===== config.mk =====
export PLATFORM = sky130hd
export DESIGN_NAME = ascii_loader_flat
export DESIGN_NICKNAME = d
export VERILOG_FILES = /design/src/rtl/ascii_loader_pkg.sv /design/src/rtl/ascii_loader_if.sv /design/src/rtl/ascii_loader.sv /design/src/flat_wrapper.sv
export SDC_FILE = /design/constraint.sdc
export NUM_CORES = 1
export LEC_CHECK = 0
export CORE_ASPECT_RATIO = 1.5
export CORE_MARGIN = 2
export CORE_UTILIZATION = 38
export DETAILED_ROUTE_END_ITERATION = 16
export HOLD_SLACK_MARGIN = 0.06
export PLACE_DENSITY = 0.74
export SETUP_SLACK_MARGIN = 0.15
export SLEW_MARGIN = 20
export SYNTH_ARGS = -nofsm -noshare
export SYNTH_HDL_FRONTEND = slang
export SYNTH_SLANG_ARGS = --single-unit

===== constraint.sdc =====
create_clock -name clk -period 4.3 [get_ports clk]
set_input_delay 0.86 -clock clk [delete_from_list [all_inputs] [get_ports clk]]
set_output_delay 0.86 -clock clk [all_outputs]
set_load 0.01 [all_outputs]

===== src/rtl/ascii_loader_pkg.sv =====
// Shared definitions for the ASCII loader and the downstream digit scanner:
// frame depth, pad byte, address/length widths, FSM state encoding and the
// register-file write payload.
package ascii_loader_pkg;

  localparam int unsigned LDR_DEPTH = 16;
  localparam int unsigned DATA_W    = 8;
  localparam int unsigned ADDR_W    = 4;
  localparam int unsigned LEN_W     = 5;

  localparam logic [DATA_W-1:0] LDR_PAD_CHAR = 8'h20;

  typedef enum logic [2:0] {
    ST_IDLE  = 3'd0,
    ST_LOAD  = 3'd1,
    ST_DRAIN = 3'd2,
    ST_PAD   = 3'd3,
    ST_GO    = 3'd4,
    ST_WAIT  = 3'd5
  } ldr_state_e;

  // One register-file write: address and byte.
  typedef struct packed {
    logic [ADDR_W-1:0] addr;
    logic [DATA_W-1:0] data;
  } rf_wr_t;

endpackage


===== src/rtl/ascii_loader_if.sv =====
// Loader bus bundle: byte stream in, register-file write port out, scanner
// go/done handshake and frame status.
//   master : upstream/environment side (drives stream, start, done)
//   slave  : the loader itself
interface ascii_loader_if;
  import ascii_loader_pkg::*;

  logic              start;
  logic              in_valid;
  logic [DATA_W-1:0] in_data;
  logic              in_last;
  logic              in_ready;
  logic [ADDR_W-1:0] w_addr;
  logic              w_en;
  logic [DATA_W-1:0] w_data;
  logic              go;
  logic              done;
  logic              busy;
  logic [LEN_W-1:0]  len;
  logic              overflow;

  modport master (
    output start, in_valid, in_data, in_last, done,
    input  in_ready, w_addr, w_en, w_data, go, busy, len, overflow
  );

  modport slave (
    input  start, in_valid, in_data, in_last, done,
    output in_ready, w_addr, w_en, w_data, go, busy, len, overflow
  );

endinterface


===== src/rtl/ascii_loader.sv =====
// ASCII frame loader: accepts up to DEPTH bytes of a frame into a 16x8
// register file, pads unfilled entries with PAD_CHAR, drops (and flags) any
// excess bytes, then pulses go to the digit scanner and waits for done.
// Ports:
//   clk    : system clock, rising edge
//   rst_n  : asynchronous active-low reset
//   bus    : ascii_loader_if.slave (stream in, RF write, go/done, status)
// All bus outputs are registered.
module ascii_loader
  import ascii_loader_pkg::*;
#(
  parameter int unsigned       DEPTH    = LDR_DEPTH,
  parameter logic [DATA_W-1:0] PAD_CHAR = LDR_PAD_CHAR
) (
  input  logic          clk,
  input  logic          rst_n,
  ascii_loader_if.slave bus
);

  localparam logic [ADDR_W-1:0] LAST_ADDR = ADDR_W'(DEPTH - 1);
  localparam logic [LEN_W-1:0]  MAX_LEN   = LEN_W'(DEPTH);

  ldr_state_e        state_q, state_d;
  logic [ADDR_W-1:0] ptr_q, ptr_d;
  logic [LEN_W-1:0]  len_q, len_d;
  logic              ovf_q, ovf_d;
  logic              w_en_q, w_en_d;
  logic [ADDR_W-1:0] w_addr_q, w_addr_d;
  logic [DATA_W-1:0] w_data_q, w_data_d;
  logic              go_q, go_d;
  logic              in_ready_q, in_ready_d;
  logic              busy_q, busy_d;
  logic              accept;

  // A byte is taken only while the registered ready is high.
  assign accept = bus.in_valid && in_ready_q;

  // Next-state and registered-output logic.
  always_comb begin
    state_d  = state_q;
    ptr_d    = ptr_q;
    len_d    = len_q;
    ovf_d    = ovf_q;
    w_en_d   = 1'b0;
    w_addr_d = w_addr_q;
    w_data_d = w_data_q;
    go_d     = 1'b0;

    unique case (state_q)
      ST_IDLE: begin
        if (bus.start) begin
          ptr_d   = '0;
          len_d   = '0;
          ovf_d   = 1'b0;
          state_d = ST_LOAD;
        end
      end

      ST_LOAD: begin
        if (accept) begin
          w_en_d   = 1'b1;
          w_addr_d = ptr_q;
          w_data_d = bus.in_data;
          if (len_q < MAX_LEN) len_d = len_q + LEN_W'(1);
          // ptr parks on the last entry instead of wrapping.
          if (ptr_q != LAST_ADDR) ptr_d = ptr_q + ADDR_W'(1);
          if (bus.in_last) begin
            state_d = (ptr_q == LAST_ADDR) ? ST_GO : ST_PAD;
          end else if (ptr_q == LAST_ADDR) begin
            state_d = ST_DRAIN;
          end
        end
      end

      ST_DRAIN: begin
        if (accept) begin
          ovf_d = 1'b1;
          if (bus.in_last) state_d = ST_GO;
        end
      end

      ST_PAD: begin
        w_en_d   = 1'b1;
        w_addr_d = ptr_q;
        w_data_d = PAD_CHAR;
        if (ptr_q == LAST_ADDR) state_d = ST_GO;
        else                    ptr_d   = ptr_q + ADDR_W'(1);
      end

      // The final write is on the bus during this state, so go lands one
      // cycle later and never overlaps w_en.
      ST_GO: begin
        go_d    = 1'b1;
        state_d = ST_WAIT;
      end

      ST_WAIT: begin
        if (bus.done) state_d = ST_IDLE;
      end

      default: state_d = ST_IDLE;
    endcase

    in_ready_d = (state_d == ST_LOAD) || (state_d == ST_DRAIN);
    busy_d     = (state_d != ST_IDLE);
  end

  // State and output registers.
  always_ff @(posedge clk or negedge rst_n) begin
    if (!rst_n) begin
      state_q    <= ST_IDLE;
      ptr_q      <= '0;
      len_q      <= '0;
      ovf_q      <= 1'b0;
      w_en_q     <= 1'b0;
      w_addr_q   <= '0;
      w_data_q   <= '0;
      go_q       <= 1'b0;
      in_ready_q <= 1'b0;
      busy_q     <= 1'b0;
    end else begin
      state_q    <= state_d;
      ptr_q      <= ptr_d;
      len_q      <= len_d;
      ovf_q      <= ovf_d;
      w_en_q     <= w_en_d;
      w_addr_q   <= w_addr_d;
      w_data_q   <= w_data_d;
      go_q       <= go_d;
      in_ready_q <= in_ready_d;
      busy_q     <= busy_d;
    end
  end

  assign bus.in_ready = in_ready_q;
  assign bus.w_en     = w_en_q;
  assign bus.w_addr   = w_addr_q;
  assign bus.w_data   = w_data_q;
  assign bus.go       = go_q;
  assign bus.busy     = busy_q;
  assign bus.len      = len_q;
  assign bus.overflow = ovf_q;

endmodule


===== src/flat_wrapper.sv =====
// flat-port wrapper written by rule: the top's interface ports become plain ports
module ascii_loader_flat import ascii_loader_pkg::*;
#(
  parameter int unsigned       DEPTH    = LDR_DEPTH,
  parameter logic [DATA_W-1:0] PAD_CHAR = LDR_PAD_CHAR
)
  (clk, rst_n, bus_start, bus_in_valid, bus_in_data, bus_in_last, bus_done, bus_in_ready, bus_w_addr, bus_w_en, bus_w_data, bus_go, bus_busy, bus_len, bus_overflow);
  ascii_loader_if bus_i ();
  input  logic clk;
  input  logic rst_n;
  input wire logic [$bits(bus_i.start)-1:0] bus_start;
  input wire logic [$bits(bus_i.in_valid)-1:0] bus_in_valid;
  input wire logic [$bits(bus_i.in_data)-1:0] bus_in_data;
  input wire logic [$bits(bus_i.in_last)-1:0] bus_in_last;
  input wire logic [$bits(bus_i.done)-1:0] bus_done;
  output wire logic [$bits(bus_i.in_ready)-1:0] bus_in_ready;
  output wire logic [$bits(bus_i.w_addr)-1:0] bus_w_addr;
  output wire logic [$bits(bus_i.w_en)-1:0] bus_w_en;
  output wire logic [$bits(bus_i.w_data)-1:0] bus_w_data;
  output wire logic [$bits(bus_i.go)-1:0] bus_go;
  output wire logic [$bits(bus_i.busy)-1:0] bus_busy;
  output wire logic [$bits(bus_i.len)-1:0] bus_len;
  output wire logic [$bits(bus_i.overflow)-1:0] bus_overflow;
  assign bus_i.start = bus_start;
  assign bus_i.in_valid = bus_in_valid;
  assign bus_i.in_data = bus_in_data;
  assign bus_i.in_last = bus_in_last;
  assign bus_i.done = bus_done;
  assign bus_in_ready = bus_i.in_ready;
  assign bus_w_addr = bus_i.w_addr;
  assign bus_w_en = bus_i.w_en;
  assign bus_w_data = bus_i.w_data;
  assign bus_go = bus_i.go;
  assign bus_busy = bus_i.busy;
  assign bus_len = bus_i.len;
  assign bus_overflow = bus_i.overflow;
  ascii_loader #(.DEPTH(DEPTH), .PAD_CHAR(PAD_CHAR)) u_core (.clk(clk), .rst_n(rst_n), .bus(bus_i));
endmodule

=== Yosys cells after proc, flatten, opt, wreduce, memory -nomap -nowiden ===
Index checks and enable logic that the tools add are counted.

* Register bits: 29
* Word-level logic and storage cells: 69

* $add $sub $neg: 2
* $lt $le $gt $ge: 1
* Equality and inequality tests: 15
* Mux-type cells: 29
* Reductions and logical operators: 12

{| class="wikitable"
|+ Operators with widths
! cell !! count
|-
| 3-bit two-way mux || 9
|-
| 4-bit two-way mux || 5
|-
| 3-bit case mux with 6 select lines || 1
|-
| 8-bit case mux with 2 select lines || 1
|-
| 5-bit two-way mux || 3
|-
| 4-bit case mux with 3 select lines || 1
|-
| 5-bit case mux with 2 select lines || 1
|-
| 3-bit by 2-bit == test with 1-bit output (second input constant) || 3
|-
| 8-bit two-way mux || 1
|-
| 2-bit by 1-bit inequality test with 1-bit output (second input constant) || 4
|-
| 4-bit case mux with 2 select lines || 1
|-
| 3-bit by 1-bit == test with 1-bit output (second input constant) || 2
|-
| 3-bit == test (second input constant) || 2
|-
| 2-bit nonzero test || 3
|-
| 3-bit nonzero test || 2
|-
| 5-bit by 1-bit adder with 5-bit output (second input constant) || 1
|-
| 5-bit less-than comparator (second input constant) || 1
|-
| 5-bit AND reduction || 1
|-
| 4-bit by 1-bit adder with 4-bit output (second input constant) || 1
|-
| 4-bit == test (second input constant) || 1
|-
| 1-bit two-way mux || 4
|-
| 2-bit inequality test (second input constant) || 2
|-
| 4-bit inequality test (second input constant) || 1
|-
| 1-bit case mux with 2 select lines || 2
|-
| 6 further kinds || 6
|}

=== Longest topological paths before layout ===
* Word-level depth: 7
* Gate-level depth with buffers: 6

=== Worst setup path after synthesis ===
OpenSTA, ideal clock, no wires.

* Kind: input to register
* Start: in bus_start
* End: reg u_core.busy_q, in the netlist u_core.bus.busy
* Library setup time: 0.131 ns
* Arrival: 1.709 ns
* Required time: 4.169 ns
* Slack: 2.460 ns
* Stages: 4
* Buffers on the path: 0
* Cell sequence: or2_1 a32oi_1 nand2_1 or3_1

* Word-level cells in the longest chain between the ends: 3

{| class="wikitable"
|+ Ends and longest elaborated chain
! what !! line !! RTL
|-
| start: declaration || flat_wrapper.sv:11 || <nowiki>input wire logic [$bits(bus_i.start)-1:0] bus_start;</nowiki>
|-
| 3-bit two-way mux || ascii_loader.sv:51 || <nowiki>if (bus.start) begin</nowiki>
|-
| 3-bit case mux with 6 select lines || ascii_loader.sv:49 || <nowiki>unique case (state_q)</nowiki>
|-
| via u_core.state_d[0] || ascii_loader.sv:23 || <nowiki>ldr_state_e state_q, state_d;</nowiki>
|-
| 3-bit nonzero test || ascii_loader.sv:105 || <nowiki>busy_d = (state_d != ST_IDLE);</nowiki>
|-
| via u_core.busy_d || ascii_loader.sv:32 || <nowiki>logic busy_q, busy_d;</nowiki>
|-
| end signal: assignment || ascii_loader.sv:131 || <nowiki>busy_q <= busy_d;</nowiki>
|-
| end: declaration || ascii_loader.sv:32 ||
|}

The timed path passes the listed nets, and every way through them passes these cells.
A chain may end at the register's enable or synchronous reset.

=== Final worst setup path ===
* Start: in bus_in_valid
* End: reg u_core.w_addr_q[2], in the netlist u_core.bus.w_addr[2]

* Word-level cells in the longest chain between the ends: 3

{| class="wikitable"
|+ Ends and longest elaborated chain
! what !! line !! RTL
|-
| start: declaration || flat_wrapper.sv:12 || <nowiki>input wire logic [$bits(bus_i.in_valid)-1:0] bus_in_valid;</nowiki>
|-
| 1-bit logical AND || ascii_loader.sv:36 || <nowiki>assign accept = bus.in_valid && in_ready_q;</nowiki>
|-
| 2-bit by 1-bit inequality test with 1-bit output (no source line) || -- ||
|-
| 2-bit AND reduction (no source line) || -- ||
|-
| end signal: assignment || ascii_loader.sv:127 || <nowiki>w_addr_q <= w_addr_d;</nowiki>
|-
| end: declaration || ascii_loader.sv:28 || <nowiki>logic [ADDR_W-1:0] w_addr_q, w_addr_d;</nowiki>
|}

Every way passes these cells.

==> run metrics <==
final routed wire length divided by cell count about 15 um; mean instance size in the synthesized netlist ~11 um2; Net count, final 185; result of the run finished, final reports clean; Setup TNS Final 0 ps; achievable clock frequency 420 MHz; Vias/cell 5.42; pins over their slew limit 0; synthesis-to-layout area growth 32.2%; main combinational cell family by area after synthesis compound AO/OA/AOI/OAI gates; critical-path maximum fanout 8; Final Critical Period 2380 ps; final period utilization 0.553; initial core utilization 0.392; number of synthesized flops with an enable pin 0; Reg2Reg Launch Point u_core.state_q[2]; instance area after placement around 0.0018 mm2; Reg2Reg Depth 3; slew at the pin with the worst max-slew slack 698 ps; Post-Synthesis Cell Area 0.00142 mm2; Post-Layout Inst Area 0.00187 mm2; clock transition at the registers of the reported paths 60 ps; Finish-stage setup viols 0; DIE AREA 0.00424 mm2; final count of hold timing violations 0; TritonCTS clock tree done; number of placement rows 27; hold buffer count at CTS 0; sink count of the clock tree 29; dominant cell by count in the synthesized netlist dfrtp_1; Pre-Repair DR Iteration Count 4; cell count after synthesis 133; leakage 0.762 nW; count of routing violations after the opening detailed-route iteration 29; endpoint of the worst setup timing path u_core.bus.w_addr[2]; distinct cell type count of the synthesized netlist 43; Clock H-tree levels 2; path type of the worst setup path in2reg; required time worst endpoint ~4500 ps; synthesis-stage register bit count 29; post-CTS setup-driven buffer insertion count 0; area of the core 0.00361 mm2; CP Data Arrival Time 2550 ps; R2R Path End u_core.bus.w_addr[2]; worst hold path type reg2reg; setup repair after global routing missed its margin false; GR Overflow Total 0; DIE HEIGHT 78.8 um; synthesized-area fraction occupied by xor and xnor cells 0.0124; crit path launch bus_in_valid; type of element capturing the critical path flop; clock latency reported for the late side of the worst-skew pair 280 ps; proportion of register bits with asynchronous set or reset after synthesis 1.00; total wire length 3190 um; normalized max-slew margin 0.535; top_reg_cell synth dfrtp_1; Placer Congestion between 0.8 and 0.9; main area contributors after synthesis dfrtp_1, a22oi_1, nand2_1; cell type with the largest total area after synthesis dfrtp_1; Total Routing Usage GR 0.177; share of the yosys chip area belonging to registers 0.512; number of nets in the synthesized netlist roughly 150; grt met2 use 0.290; synthesis warning total 0; count of nets left with antenna violations after detail routing 0; global-route track usage on met1 0.201; Resized Gates After CTS 0; WHS 490 ps; fraction of final layout cells sized beyond drive strength 1 0.100; Antenna Diode Count 0; met3 usage 0.0376; Boundary Pins 36; total design power 0.00129 W; Synth top area share 0.512; adder-cell share of the synthesized area 0.0177; number of maximum-capacitance constraint violations 0; half-perimeter wire length after detailed placement 2320 um; layer carrying the most global-route usage met2; Startpoint Class input pin; Worst R2R Setup Slack 2400 ps; post-synthesis share of cell area spent on and, or, nand and nor gates 0.162; clock root buffer clkbuf_8; die width between 50 and 60 um; overall via count from detail_route roughly 1,200; Max Buffers Root-to-Sink 2; largest net degree at the start of global routing 30; wire length of the first global-routing pass 5400 um; synth cell count leaders dfrtp_1, nand2_1, nor2_1, o21ai_0, a22oi_1; Port Buffers 35; portion of netlist area occupied by mux cells 0.0539; number of inserted filler cells in the final layout 339; number of antenna violations at the first check in global routing 0; setup clock skew after layout roughly 5.2 ps; area fraction in compound gates after synthesis 0.209; power density over cell area between 600 and 700 mW/mm2; number of buffers inserted during clock tree synthesis 5; vias in the first global route between 1,000 and 1,500; number of remaining DRC errors 0; Worst IR Drop VDD 0.342 mV
==> layer usage <==
metal | up-vias | routed length [um]
met5 | - | 0
met4 | 0 | 100
met3 | 8 | 172
met2 | 32 | 1640
met1 | 556 | 1290
li1 | 559 | -
==> where the power goes <==
part           total [W]  switching, W  internal, W
clock           0.000209     0.0000977     0.000112
combinational   0.000555      0.000251     0.000304
sequential      0.000527      0.000141     0.000386
total            0.00129      0.000490     0.000802
==> how the worst min path moves through the flow <==
stage	end	start	cells past startpoint	slack [ps]
after floorplan	u_core.ptr_q[0]	u_core.ptr_q[0]	1	480
after global placement	u_core.bus.w_addr[0]	u_core.bus.w_addr[0]	1	480
after detailed placement	u_core.bus.w_addr[0]	u_core.bus.w_addr[0]	1	480
after CTS	u_core.bus.w_addr[0]	u_core.bus.w_addr[0]	1	500
after global routing	u_core.bus.w_addr[0]	u_core.bus.w_addr[0]	1	530
final	u_core.bus.w_addr[0]	u_core.bus.w_addr[0]	1	490
==> worst max-delay path: stages <==
cell and delay, ps:
clkdlybuf4s50_1 640, nand2_1 270, a21oi_2 390, mux2_2 380
==> cell usage in the layout (no fill, tap or decap), drive strengths merged <==
cell	netlist	layout
clkinv	0	2
clkbuf	1	6
or3	1	1
nor2	10	10
nor3	3	3
nand4b	1	1
nand2	14	14
and4b	1	1
a32oi	2	2
o32ai	1	1
o31ai	2	2
nand2b	2	2
and2	1	1
a21o	1	1
a21oi	7	7
or2	1	1
ha	2	2
a22oi	8	8
a31oi	2	2
inv	2	2
buf	6	1
dfrtp	29	29
o211ai	1	1
o22ai	1	1
nand3	5	5
nor2b	2	2
a21boi	1	1
nand4	1	1
a2111oi	2	2
or4	1	1
o21ai	11	11
nor3b	1	1
clkdlybuf4s50	0	35
mux2	5	5
mux2i	2	2
a41o	1	1
xnor2	2	2
==> sequential cells by signal (all words and copies together), names as in the netlist <==
| register | count |
|---|---|
| u_core.bus.busy | 1 |
| u_core.bus.go | 1 |
| u_core.bus.in_ready | 1 |
| u_core.bus.len | 5 |
| u_core.bus.overflow | 1 |
| u_core.bus.w_addr | 4 |
| u_core.bus.w_data | 8 |
| u_core.bus.w_en | 1 |
| u_core.ptr_q | 4 |
| u_core.state_q | 3 |
==> through the flow <==
| stage | cells | setup WS [ps] | utilization |
|---|---|---|---|
| floorplan | 133 | 2460 | - |
| global placement | 205 | 1700 | 0.495 |
| detailed placement | 205 | 1620 | 0.495 |
| CTS | 213 | 1910 | 0.518 |
| global route | 213 | 1820 | 0.518 |
| finish | 213 | 1920 | 0.518 |
==> cell families after synthesis <==
kind of cell	count (synthesis)
xor gates and xnor gates	2
DFF	29
AOI/OAI and AO/OA	40
adders and majority gates	2
buffers and inverters	9
muxes	7
and+or+nand+nor	44
==> area by class of cell <==
type / instances / area (um2) / share of cell area
repair buffers: 36 / 358 / 0.191
inverters: 2 / 7.51 / 0.00401
multi-input cells: 95 / 644 / 0.344
clock buffers: 6 / 72.6 / 0.0388
clock inverters: 2 / 10.0 / 0.00535
flip-flops and latches: 29 / 726 / 0.388
well taps: 43 / 53.8 / 0.0287
Power figures use the tool's default switching activity.
